### config.mk
export PLATFORM = sky130hd
export DESIGN_NAME = mem_arbiter
export DESIGN_NICKNAME = d
export VERILOG_FILES = /design/src/rtl/mem_arbiter.sv
export SDC_FILE = /design/constraint.sdc
export NUM_CORES = 1
export LEC_CHECK = 0
export CAP_MARGIN = 20
export CORE_AREA = 5 5 236 238
export DETAILED_ROUTE_END_ITERATION = 6
export DIE_AREA = 0 0 241 243
export GPL_TIMING_DRIVEN = 0
export PLACE_DENSITY = 0.5
export SYNTH_ARGS = -nofsm -noshare
export SYNTH_HDL_FRONTEND = slang
export SYNTH_SLANG_ARGS = --single-unit
### constraint.sdc
create_clock -name i_clk -period 18.3 [get_ports i_clk]
set_clock_uncertainty 0.15 [all_clocks]
set_input_delay 3.66 -clock i_clk [delete_from_list [all_inputs] [get_ports i_clk]]
set_output_delay 3.66 -clock i_clk [all_outputs]
set_load 0.05 [all_outputs]
### src/rtl/mem_arbiter.sv
// rtl/mem_arbiter.sv - round-robin block-transfer arbiter between icache/dcache and datamem
//
// Purpose:
//   Owns the single block-wide data memory port. The instruction cache issues refill
//   reads only; the data cache issues refill reads and dirty-block write-backs. One
//   block transfer is sequenced at a time over a req/ack handshake to memory, and the
//   read block is returned on a registered bus shared by both caches.
//
//   Sequence per transfer: IDLE (arbitrate) -> BUSY (mem_req held) -> RESP (ack pulse).
//   Ties are broken round robin against the last grant; after reset the first tie
//   goes to the icache.
//
// Ports:
//   i_clk, i_rst          clock (rising edge), asynchronous active-high reset
//   i_ic_req/i_ic_addr    icache refill request, held until o_ic_ack
//   o_ic_ack              1-cycle pulse, o_rdata valid for icache
//   i_dc_req/i_dc_we/
//   i_dc_addr/i_dc_wdata  dcache request (we=1 write-back, we=0 refill), held until o_dc_ack
//   o_dc_ack              1-cycle pulse, transfer complete (o_rdata valid on reads)
//   o_rdata               registered read block shared by both caches
//   o_mem_req/o_mem_we/
//   o_mem_addr/o_mem_wdata  memory request, fields stable while o_mem_req
//   i_mem_ack/i_mem_rdata   memory completion pulse and read block
//
// Configuration:
//   MEMARB_PERF_EN  adds saturating counters o_perf_ic_grants, o_perf_dc_grants and
//                   o_perf_wait_cycles (CNT_W bits each). Undefined: ports absent.

module mem_arbiter #(
    parameter int ADDR_W   = 32,
    parameter int BLOCK_W  = 128,
    parameter int OFFSET_W = 7,
    parameter int CNT_W    = 32
) (
    input  logic               i_clk,
    input  logic               i_rst,

    input  logic               i_ic_req,
    input  logic [ADDR_W-1:0]  i_ic_addr,
    output logic               o_ic_ack,

    input  logic               i_dc_req,
    input  logic               i_dc_we,
    input  logic [ADDR_W-1:0]  i_dc_addr,
    input  logic [BLOCK_W-1:0] i_dc_wdata,
    output logic               o_dc_ack,

    output logic [BLOCK_W-1:0] o_rdata,

    output logic               o_mem_req,
    output logic               o_mem_we,
    output logic [ADDR_W-1:0]  o_mem_addr,
    output logic [BLOCK_W-1:0] o_mem_wdata,
    input  logic               i_mem_ack,
    input  logic [BLOCK_W-1:0] i_mem_rdata
`ifdef MEMARB_PERF_EN
    ,
    output logic [CNT_W-1:0]   o_perf_ic_grants,
    output logic [CNT_W-1:0]   o_perf_dc_grants,
    output logic [CNT_W-1:0]   o_perf_wait_cycles
`endif
);

    typedef enum logic [1:0] {
        S_IDLE = 2'd0,
        S_BUSY = 2'd1,
        S_RESP = 2'd2
    } state_t;

    // Owner encoding: 0 = icache, 1 = dcache.
    localparam logic OWN_IC = 1'b0;
    localparam logic OWN_DC = 1'b1;

    if (OFFSET_W < 1 || OFFSET_W >= ADDR_W || CNT_W < 1) begin : g_param_check
        $error("mem_arbiter: illegal parameter combination");
    end

    state_t               r_state;
    state_t               w_next_state;
    logic                 r_owner;
    logic                 r_last_grant;
    logic                 r_we;
    logic [ADDR_W-1:0]    r_addr;
    logic [BLOCK_W-1:0]   r_wdata;
    logic [BLOCK_W-1:0]   r_rdata;

    logic                 w_grant;
    logic                 w_grant_dc;
    logic [ADDR_W-1:0]    w_sel_addr;

    // Next-state, arbitration and handshake outputs.
    always_comb begin
        w_next_state = r_state;
        w_grant      = 1'b0;
        w_grant_dc   = 1'b0;
        o_mem_req    = 1'b0;
        o_ic_ack     = 1'b0;
        o_dc_ack     = 1'b0;

        case (r_state)
            S_IDLE: begin
                if (i_ic_req && i_dc_req) begin
                    // Both pending: give it to whoever did not win last time.
                    w_grant    = 1'b1;
                    w_grant_dc = (r_last_grant == OWN_IC);
                end else if (i_ic_req) begin
                    w_grant    = 1'b1;
                    w_grant_dc = 1'b0;
                end else if (i_dc_req) begin
                    w_grant    = 1'b1;
                    w_grant_dc = 1'b1;
                end
                if (w_grant) begin
                    w_next_state = S_BUSY;
                end
            end
            S_BUSY: begin
                o_mem_req = 1'b1;
                if (i_mem_ack) begin
                    w_next_state = S_RESP;
                end
            end
            S_RESP: begin
                o_ic_ack     = (r_owner == OWN_IC);
                o_dc_ack     = (r_owner == OWN_DC);
                w_next_state = S_IDLE;
            end
            default: begin
                w_next_state = S_IDLE;
            end
        endcase
    end

    // Block address of the winning requester, offset bits forced to zero.
    always_comb begin
        w_sel_addr = w_grant_dc ? i_dc_addr : i_ic_addr;
        w_sel_addr = {w_sel_addr[ADDR_W-1:OFFSET_W], {OFFSET_W{1'b0}}};
    end

    always_ff @(posedge i_clk or posedge i_rst) begin
        if (i_rst) begin
            r_state <= S_IDLE;
        end else begin
            r_state <= w_next_state;
        end
    end

    // Transfer fields are captured once at grant so they stay stable for the
    // whole time mem_req is high, regardless of what the requester does.
    always_ff @(posedge i_clk or posedge i_rst) begin
        if (i_rst) begin
            r_owner      <= OWN_IC;
            r_last_grant <= OWN_DC;
            r_we         <= 1'b0;
            r_addr       <= '0;
            r_wdata      <= '0;
        end else if (w_grant) begin
            r_owner      <= w_grant_dc;
            r_last_grant <= w_grant_dc;
            r_we         <= w_grant_dc & i_dc_we;
            r_addr       <= w_sel_addr;
            r_wdata      <= w_grant_dc ? i_dc_wdata : '0;
        end
    end

    // Read data is only captured for reads; a write-back leaves the last block visible.
    always_ff @(posedge i_clk or posedge i_rst) begin
        if (i_rst) begin
            r_rdata <= '0;
        end else if (r_state == S_BUSY && i_mem_ack && !r_we) begin
            r_rdata <= i_mem_rdata;
        end
    end

    assign o_mem_we    = r_we;
    assign o_mem_addr  = r_addr;
    assign o_mem_wdata = r_wdata;
    assign o_rdata     = r_rdata;

`ifdef MEMARB_PERF_EN
    logic [CNT_W-1:0] r_perf_ic_grants;
    logic [CNT_W-1:0] r_perf_dc_grants;
    logic [CNT_W-1:0] r_perf_wait_cycles;
    logic             w_ic_served;
    logic             w_dc_served;
    logic             w_waiting;

    // A requester counts as served while its transfer is in BUSY or RESP.
    assign w_ic_served = (r_state != S_IDLE) && (r_owner == OWN_IC);
    assign w_dc_served = (r_state != S_IDLE) && (r_owner == OWN_DC);
    assign w_waiting   = (i_ic_req && !w_ic_served) || (i_dc_req && !w_dc_served);

    always_ff @(posedge i_clk or posedge i_rst) begin
        if (i_rst) begin
            r_perf_ic_grants   <= '0;
            r_perf_dc_grants   <= '0;
            r_perf_wait_cycles <= '0;
        end else begin
            if (w_grant && !w_grant_dc && r_perf_ic_grants != '1) begin
                r_perf_ic_grants <= r_perf_ic_grants + 1'b1;
            end
            if (w_grant && w_grant_dc && r_perf_dc_grants != '1) begin
                r_perf_dc_grants <= r_perf_dc_grants + 1'b1;
            end
            if (w_waiting && r_perf_wait_cycles != '1) begin
                r_perf_wait_cycles <= r_perf_wait_cycles + 1'b1;
            end
        end
    end

    assign o_perf_ic_grants   = r_perf_ic_grants;
    assign o_perf_dc_grants   = r_perf_dc_grants;
    assign o_perf_wait_cycles = r_perf_wait_cycles;
`endif

endmodule

==> reports/results.ini, run 1 <==
[timing]
relSlewSlack = 0.329
min_period_ns = 5.88
hold_viol_final = 0
max_freq_ghz = 0.170
tns_ns = 0
period_share = 0.321
rsz0062_at_grt = false
setup_violations = 0
worstMarginPinSlew_ns = 1.00
final_max_slew_viol_count = 0

[global_routing]
overflow = 0
grt_max_degree = 120
grt_pass1_wl_mm = 64.4
antenna_found_initial = 5
grtUsageTotal = 0.144
grt_pass1_vias = 9603

[status]
outcome = completed

[placement]
place_area_sq_um = 18400
gp_congestion = 0.807
place_hpwl_mm = 34.0
numPortBuffers = 596

[worst_setup_path]
crit_arrival_ns = 2.07
crit_type = reg -> out
cp-start-kind = flip-flop
cp.required_ns = 14.49
critPathSlowestCell = clkdlybuf4s50_1
critical_path_peak_fanout = 6
regToRegSetupSlack_ns = 16.11
rr_worst_depth = 5
endpoint_kind = output port
path_cells = nor3b_1 -> clkdlybuf4s50_1
timing.rr.start = r_state[0]
r2r-end = o_mem_wdata[1]
slowest_delay_ns = 0.89

[worst_hold_path]
min_path_type = reg -> reg
hold_path_startpoint = o_mem_wdata[107]
holdPathEnd = o_mem_wdata[107]
holdPathStages = 1

[floorplanning]
core-area_sq_um = 53400
die_area_sq_um = 58600
ios = 618
fp-row-count = 85
die_y_microns = 243
die_x_microns = 241
initial_core_util = 0.216

[layout]
layout-drive-gt1-share = 0.173
nets = 1671
area_delta_synth_final_pct = 70.6
fin_area_sq_um = 19600

[power_and_ir_drop]
power_leakage_nw = 8.37
power_density_nw_per_um2 = 234
peakVddDrop_mv = 0.123

[clocking]
cts_buffer_depth = 3
cts_buffers = 36
clk_pin_slew_ns = 0.06
root_buffer = clkbuf_16
cts_setup_buffers = 0
h-tree-depth = 2
cts_sinks = 286
worstSkewPairLatency_ns = 0.53
cts_resized = 0
postCtsHoldBufs = 0
cts_tree = done

[logic_synthesis]
ys_seq_area_frac = 0.622
synth_top_cells_by_count = dfrtp_1, a22o_1, mux2_4
syn_avg_cell_area_sq_um = 16.4
ys_ff_latch = 286
synth-warning-count = 0
synth-main-ff-cell = dfrtp_1
yosysTopAreaCell = dfrtp_1
netlist-cell-type-count = 29
syn_inst = 703
synthTopCellsByArea = dfrtp_1, mux2_4, a22o_1, a311o_1, buf_12
syn_area_sq_um = 11500
async_flop_share = 1.00
synth_top_cell_area_share = 0.620
synth_edf_count = 0
yosysMostFrequentCell = dfrtp_1

[routing]
route.detailed.wl_per_inst_microns = 21.6
drcViolationCount = 0
ant_nets = 0
dr.pass1.iters = 4
wirelength_mm = 44.6
vias_per_cell = 4.21
dr_total_vias = 8703
drtIter0Drc = 282

[flow_run]
max_cap_viol_count = 0

power breakdown:
| group | internal (W) | switching (W) | leakage, nW |
|---|---|---|---|
| sequential | 0.000959 | 0.000190 | 3.53 |
| combinational | 0.00104 | 0.00168 | 4.26 |
| clock | 0.000436 | 0.000278 | 0.578 |
| total | 0.00244 | 0.00215 | 8.37 |
cell families after synthesis:
family | share of synthesized area
and+or+nand+nor | 0.0271
AOI/OAI and AO/OA | 0.138
other | 0.000326
buffers and inverters | 0.0478
DFF | 0.622
muxes | 0.164
placed cells by master, fill, tap and decap left out, drive strengths merged:
cell type / synthesis / final
clkbuf: 17 / 76
o21a: 25 / 25
inv: 2 / 2
a311o: 25 / 25
clkdlybuf4s50: 0 / 596
nand2b: 1 / 1
clkinvlp: 0 / 2
mux2: 128 / 128
nor2b: 1 / 1
nand2: 1 / 1
nor3b: 1 / 1
clkinv: 0 / 2
a22o: 129 / 129
dfrtp: 285 / 285
or2: 1 / 1
and3: 1 / 1
and4: 25 / 25
dfstp: 1 / 1
nor2: 3 / 3
a21o: 2 / 2
o21ai: 2 / 2
diode: 0 / 2
bufinv: 0 / 1
buf: 49 / 51
conb: 1 / 7
nand3: 1 / 1
and3b: 2 / 2
layer usage:
metal	part of all wire	GRT usage	routed length [microns]	up-vias
met3	0.11	0.0685	4790	66
li1	-	-	-	3939
met5	0.00096	0	43	-
met2	0.49	0.249	22000	394
met1	0.37	0.158	16700	4298
met4	0.025	0.0400	1100	6
worst max-delay path, delay by kind of cell, from the launching register on:
family,cells,cell delay (ns)
flip-flops,1,0.44
AND/OR/NAND/NOR,1,0.21
buffers and inverters,1,0.89
state kept, by name, indices dropped and copies added (netlist names):
name	flops
r_state	2
r_owner	1
o_mem_we	1
o_rdata	128
r_last_grant	1
o_mem_addr	25
o_mem_wdata	128
worst max-delay path by stage:
stage / start / endpoint / slack (ns)
after floorplan: i_rst / o_mem_addr[10] / 6.60
after global placement: i_rst / o_mem_wdata[45] / 2.19
after detailed placement: i_dc_req / r_state[0] / 12.00
after CTS: r_state[0] / o_ic_ack / 12.36
after global routing: r_state[0] / o_ic_ack / 12.29
final: r_state[0] / o_ic_ack / 12.42
metrics by stage:
step | hold WS (ns) | setup WS [ns] | std cells | power [W] | utilization
finish | 0.349 | 12.42 | 2069 | 0.00459 | 0.368
global route | 0.364 | 12.29 | 2069 | 0.00479 | 0.368
CTS | 0.357 | 12.36 | 2067 | 0.00466 | 0.368
detailed placement | 0.340 | 12.00 | 2003 | 0.00391 | 0.345
global placement | 0.337 | 2.19 | 2001 | 0.00390 | 0.344
floorplan | 0.316 | 6.60 | 709 | 0.00292 | -
area by class of cell:
class / count / area (sq um)
plain buffers: 66 / 543
flip-flops and latches: 286 / 7160
well taps: 696 / 871
diodes: 2 / 5.00
clock inverters: 5 / 66.3
repair buffers: 598 / 6020
clock buffers: 59 / 1130
inverters: 2 / 15.0
fillers: 5150 / 33800
multi-input cells: 355 / 3820
Note: power is estimated with default switching activity, not from simulation.
==> run 2: changes to the inputs <==
--- a/config.mk
+++ b/config.mk
@@ -6,9 +6,9 @@
 export NUM_CORES = 1
 export LEC_CHECK = 0
 export CAP_MARGIN = 20
-export CORE_AREA = 5 5 236 238
+export CORE_AREA = 5 5 240 242
 export DETAILED_ROUTE_END_ITERATION = 6
-export DIE_AREA = 0 0 241 243
+export DIE_AREA = 0 0 245 247
 export GPL_TIMING_DRIVEN = 0
 export PLACE_DENSITY = 0.5
 export SYNTH_ARGS = -nofsm -noshare
==> constraint.sdc (replaced) <==
create_clock -name i_clk -period 5.1 [get_ports i_clk]
set_clock_uncertainty 0.15 [all_clocks]
set_input_delay 1.02 -clock i_clk [delete_from_list [all_inputs] [get_ports i_clk]]
set_output_delay 1.02 -clock i_clk [all_outputs]
set_load 0.05 [all_outputs]
==> run 2 against run 1 <==
- utilization is 0.79 points lower
- global-route usage is 0.12 points lower
- die area is 3.3% higher
- combinational power grew to 3.6 times the previous value
- wire length is 1.4% higher
- register-to-register slack worse by 13 ns
- clock power grew to 3.6 times the previous value
- power grew to 3.6 times the previous value
- sequential power grew to 3.6 times the previous value
==> reports/results.ini, run 2 (synthesized netlist as in run 1, its figures left out) <==
[floorplanning]
fp-row-count = 86
die_area_sq_um = 60500
die_x_microns = 245
initial_core_util = 0.210
core-area_sq_um = 54900
ios = 618
die_y_microns = 247

[layout]
fin_area_sq_um = 19700
layout-drive-gt1-share = 0.178
regArea_sq_um = 7160
most-common-layout-cells = clkdlybuf4s50_1, dfrtp_1, a22o_1
nFillCells = 5355
area_delta_synth_final_pct = 71.6
mostFrequentLayoutCell = clkdlybuf4s50_1
post-route-util = 0.360
nets = 1677
multi_input_area_sq_um = 3820

[timing]
max_freq_ghz = 0.303
relSlewSlack = 0.313
period_share = 0.646
setup_violations = 0
worst_slack_ns = 1.80
tns_ns = 0
hold_viol_final = 0
worstMarginPinSlew_ns = 1.03
final_max_slew_viol_count = 0
rsz0062_at_grt = false
min_period_ns = 3.30

[routing]
dr_total_vias = 8768
route.detailed.wl_per_inst_microns = 21.7
dr.pass1.iters = 6
wirelength_mm = 45.3
ant_nets = 0
drtIter0Drc = 368
vias_per_cell = 4.21
drcViolationCount = 0

[placement]
place_hpwl_mm = 35.6
gp_congestion = 0.773
post-place-ws_ns = 1.70
place_area_sq_um = 18500
numPortBuffers = 596

[global_routing]
antenna_found_initial = 5
overflow = 0
grt_max_degree = 40
grtUsageTotal = 0.143
grt_pass1_vias = 9692
grt_pass1_wl_mm = 65.8

[power_and_ir_drop]
peakVddDrop_mv = 0.445
power_density_nw_per_um2 = 834
fin_total_pwr_w = 0.0165
power_leakage_nw = 8.42

[worst_setup_path]
endpoint_kind = output port
critical_path_peak_fanout = 6
slowest_delay_ns = 0.87
cp.required_ns = 3.93
crit_arrival_ns = 2.13
critPathSlowestCell = clkdlybuf4s50_1
cpLargestDelayFamily = buffers and inverters
cp-start-kind = flip-flop
regToRegSetupSlack_ns = 2.72
worst-path-buf-inv = 1
crit_type = reg -> out
path_cells = nor3b_1 -> clkdlybuf4s50_1

[clocking]
root_buffer = clkbuf_16
postCtsHoldBufs = 0
cts_buffer_depth = 3
cts_resized = 0
worstSkewPairLatency_ns = 0.53
h-tree-depth = 2
cts_tree = done
cts_buffers = 36
cts_sinks = 286
cts_setup_buffers = 0
clk_pin_slew_ns = 0.06

[worst_hold_path]
min_path_type = reg -> reg

[status]
outcome = completed

[flow_run]
max_cap_viol_count = 0

==> run 2: final timing paths <==
path,startpoint,to,depth (start not counted)
max reg2reg,r_state[0],o_mem_addr[14],4
max in group asynchronous,i_rst,o_rdata[106],6
min in group asynchronous,i_rst,o_rdata[117],2
min,r_owner,r_owner,1
min reg2reg,r_owner,r_owner,1
max,r_state[0],o_ic_ack,2
==> run 2: layout make-up <==
cell class                 instances  share of cell area
timing repair buffer             604               0.310
clock inverter                    11             0.00710
multi-input combinational        355               0.194
tap                              704              0.0446
sequential                       286               0.363
antenna                            4            0.000507
inverter                           2            0.000570
clock buffer                      52              0.0533
buffer                            66              0.0275
==> run 2: metal layers <==
metal | GRT usage | routed length [microns]
met5 | 0 | 40
met4 | 0.0424 | 1190
met2 | 0.239 | 21700
met1 | 0.168 | 18000
met3 | 0.0615 | 4290
==> run 2: stage by stage <==
step | cells | hold WS [ns]
detailed placement | 2017 | 0.340
global route | 2081 | 0.363
finish | 2084 | 0.350
global placement | 2009 | 0.332
CTS | 2080 | 0.356
floorplan | 709 | 0.316
==> run 2: power by group <==
part           internal, W  switching [W]  leakage (nW)  total [W]
clock network      0.00158        0.00100         0.587    0.00259
registers          0.00344       0.000687          3.53    0.00413
logic              0.00375        0.00600          4.31    0.00975
==> run 2: worst reg2reg max path: cells and delay by family (launching register included) <==
kind            cells  cell delay [ns]
compound gates      1             0.44
buf+inv             1             0.41
flops               1             0.45
simple gates        2             0.80
==> run 3: changes to the inputs <==
--- a/config.mk
+++ b/config.mk
@@ -6,11 +6,11 @@
 export NUM_CORES = 1
 export LEC_CHECK = 0
 export CAP_MARGIN = 20
-export CORE_AREA = 5 5 240 242
+export CORE_AREA = 5 5 237 239
 export DETAILED_ROUTE_END_ITERATION = 6
-export DIE_AREA = 0 0 245 247
+export DIE_AREA = 0 0 242 244
 export GPL_TIMING_DRIVEN = 0
-export PLACE_DENSITY = 0.5
+export PLACE_DENSITY = 0.49
 export SYNTH_ARGS = -nofsm -noshare
 export SYNTH_HDL_FRONTEND = slang
 export SYNTH_SLANG_ARGS = --single-unit
==> constraint.sdc (replaced) <==
create_clock -name i_clk -period 3.38 [get_ports i_clk]
set_clock_uncertainty 0.15 [all_clocks]
set_input_delay 0.676 -clock i_clk [delete_from_list [all_inputs] [get_ports i_clk]]
set_output_delay 0.676 -clock i_clk [all_outputs]
set_load 0.05 [all_outputs]
==> run 3 against run 2 <==
- highest routed layer unchanged
- worst setup slack got worse by 1.3 ns
- sequential share of layout area barely moved
- cell count fell by 0.58%
- register-to-register slack got worse by 1.5 ns
- non-clock buffer count did not move
- die area fell by 2.4%
==> reports/results.ini, run 3 (synthesized netlist as in run 1, its figures left out) <==
[status]
outcome = completed

[layout]
area_delta_synth_final_pct = 71.3
most-common-layout-cells = clkdlybuf4s50_1, dfrtp_1, a22o_1
num_antenna_cells = 0
layout-drive-gt1-share = 0.179
nFillCells = 5209
mostFrequentLayoutCell = clkdlybuf4s50_1
nets = 1677

[clocking]
cts_setup_buffers = 0
cts_tree = done
cts_buffers = 36
postCtsHoldBufs = 0
cts_resized = 0
cts_buffer_depth = 3
cts_sinks = 286
h-tree-depth = 2
worstSkewPairLatency_ns = 0.53
clk_pin_slew_ns = 0.06
root_buffer = clkbuf_16

[worst_hold_path]
min_path_type = in -> async

[global_routing]
overflow = 0
grt_pass1_wl_mm = 67.0
antenna_found_initial = 3
grt_pass1_vias = 9742
grtUsageTotal = 0.148
grt_max_degree = 41

[power_and_ir_drop]
power_density_nw_per_um2 = 1260
power_leakage_nw = 8.43
peakVddDrop_mv = 0.630

[routing]
ant_nets = 0
wirelength_mm = 45.5
drcViolationCount = 0
drtIter0Drc = 254
dr_total_vias = 8748
top_layer_used = met5
wl_met1_mm = 17.5
wl_met2_mm = 22.5
wl_met3_mm = 4.24
dr.pass1.iters = 5
vias_per_cell = 4.22
route.detailed.wl_per_inst_microns = 22.0

[floorplanning]
core-area_sq_um = 53600
ios = 618
die_area_sq_um = 59000
initial_core_util = 0.215
fp-row-count = 85
die_y_microns = 244
die_x_microns = 242

[timing]
tns_ns = 0
relSlewSlack = 0.420
holdWs_ns = 0.347
period_share = 0.855
final_max_slew_viol_count = 0
rsz0062_at_grt = false
worstMarginPinSlew_ns = 0.870
min_period_ns = 2.89
worst_slack_ns = 0.490
max_freq_ghz = 0.346
setup_violations = 0
hold_viol_final = 0

[worst_setup_path]
regToRegSetupSlack_ns = 1.21
endpoint_kind = output port
path_cells = nand2b_1 -> inv_1 -> clkdlybuf4s50_1
crit_arrival_ns = 2.06
critPathSlowestCell = clkdlybuf4s50_1
cp-start-kind = flip-flop
crit_type = reg -> out
critical_path_peak_fanout = 6
slowest_delay_ns = 0.85
cp.required_ns = 2.55

[placement]
place_hpwl_mm = 35.2
gp_congestion = 0.811
numPortBuffers = 596
post-place-ws_ns = 0.0801

[flow_run]
max_cap_viol_count = 0

==> run 3: cell type report <==
type                            count  area, sq um  area share
Multi-Input combinational cell    355         3820       0.194
Buffer                             66          543      0.0275
Sequential cell                   286         7160       0.363
Inverter                            2         11.3    0.000571
Timing Repair Buffer              604         6130       0.311
Clock inverter                     10          111     0.00565
Clock buffer                       53         1080      0.0546
Tap cell                          696          871      0.0442
==> run 3: final timing paths <==
kind                                 start  cells past startpoint          endpoint
max                             r_state[1]                      3         o_mem_req
min                                  i_rst                      2       o_rdata[69]
max reg2reg                     r_state[0]                      4  o_mem_wdata[122]
min reg2reg                o_mem_wdata[35]                      1   o_mem_wdata[35]
max in group asynchronous            i_rst                      6  o_mem_wdata[119]
min in group i_clk         o_mem_wdata[35]                      1   o_mem_wdata[35]
==> run 3: report_power, final <==
group          total (W)  internal [W]  switching, W  leakage (nW)
registers        0.00622       0.00519       0.00103          3.53
clock network    0.00387       0.00236       0.00151         0.590
logic             0.0147       0.00566       0.00909          4.31
total             0.0248        0.0132        0.0116          8.43
==> run 3: metal layers <==
layer,global-route usage,vias up
li1,-,3940
met1,0.171,4327
met2,0.249,408
met3,0.0626,67
met4,0.0448,6
met5,0,-
==> run 3: metrics by stage <==
| step | instance area [sq um] | total power (W) | util | cells |
|---|---|---|---|---|
| floorplan | 11500 | 0.0158 | - | 709 |
| global placement | 18400 | 0.0211 | 0.343 | 2001 |
| detailed placement | 18500 | 0.0211 | 0.346 | 2009 |
| CTS | 19700 | 0.0252 | 0.368 | 2072 |
| global route | 19700 | 0.0259 | 0.368 | 2072 |
| finish | 19700 | 0.0248 | 0.368 | 2072 |
==> run 3: critical path, delay by kind of cell (launching register included) <==
family | cells | cell delay (ns)
buffers and inverters | 2 | 0.91
flip-flops | 1 | 0.44
AND/OR/NAND/NOR | 1 | 0.19
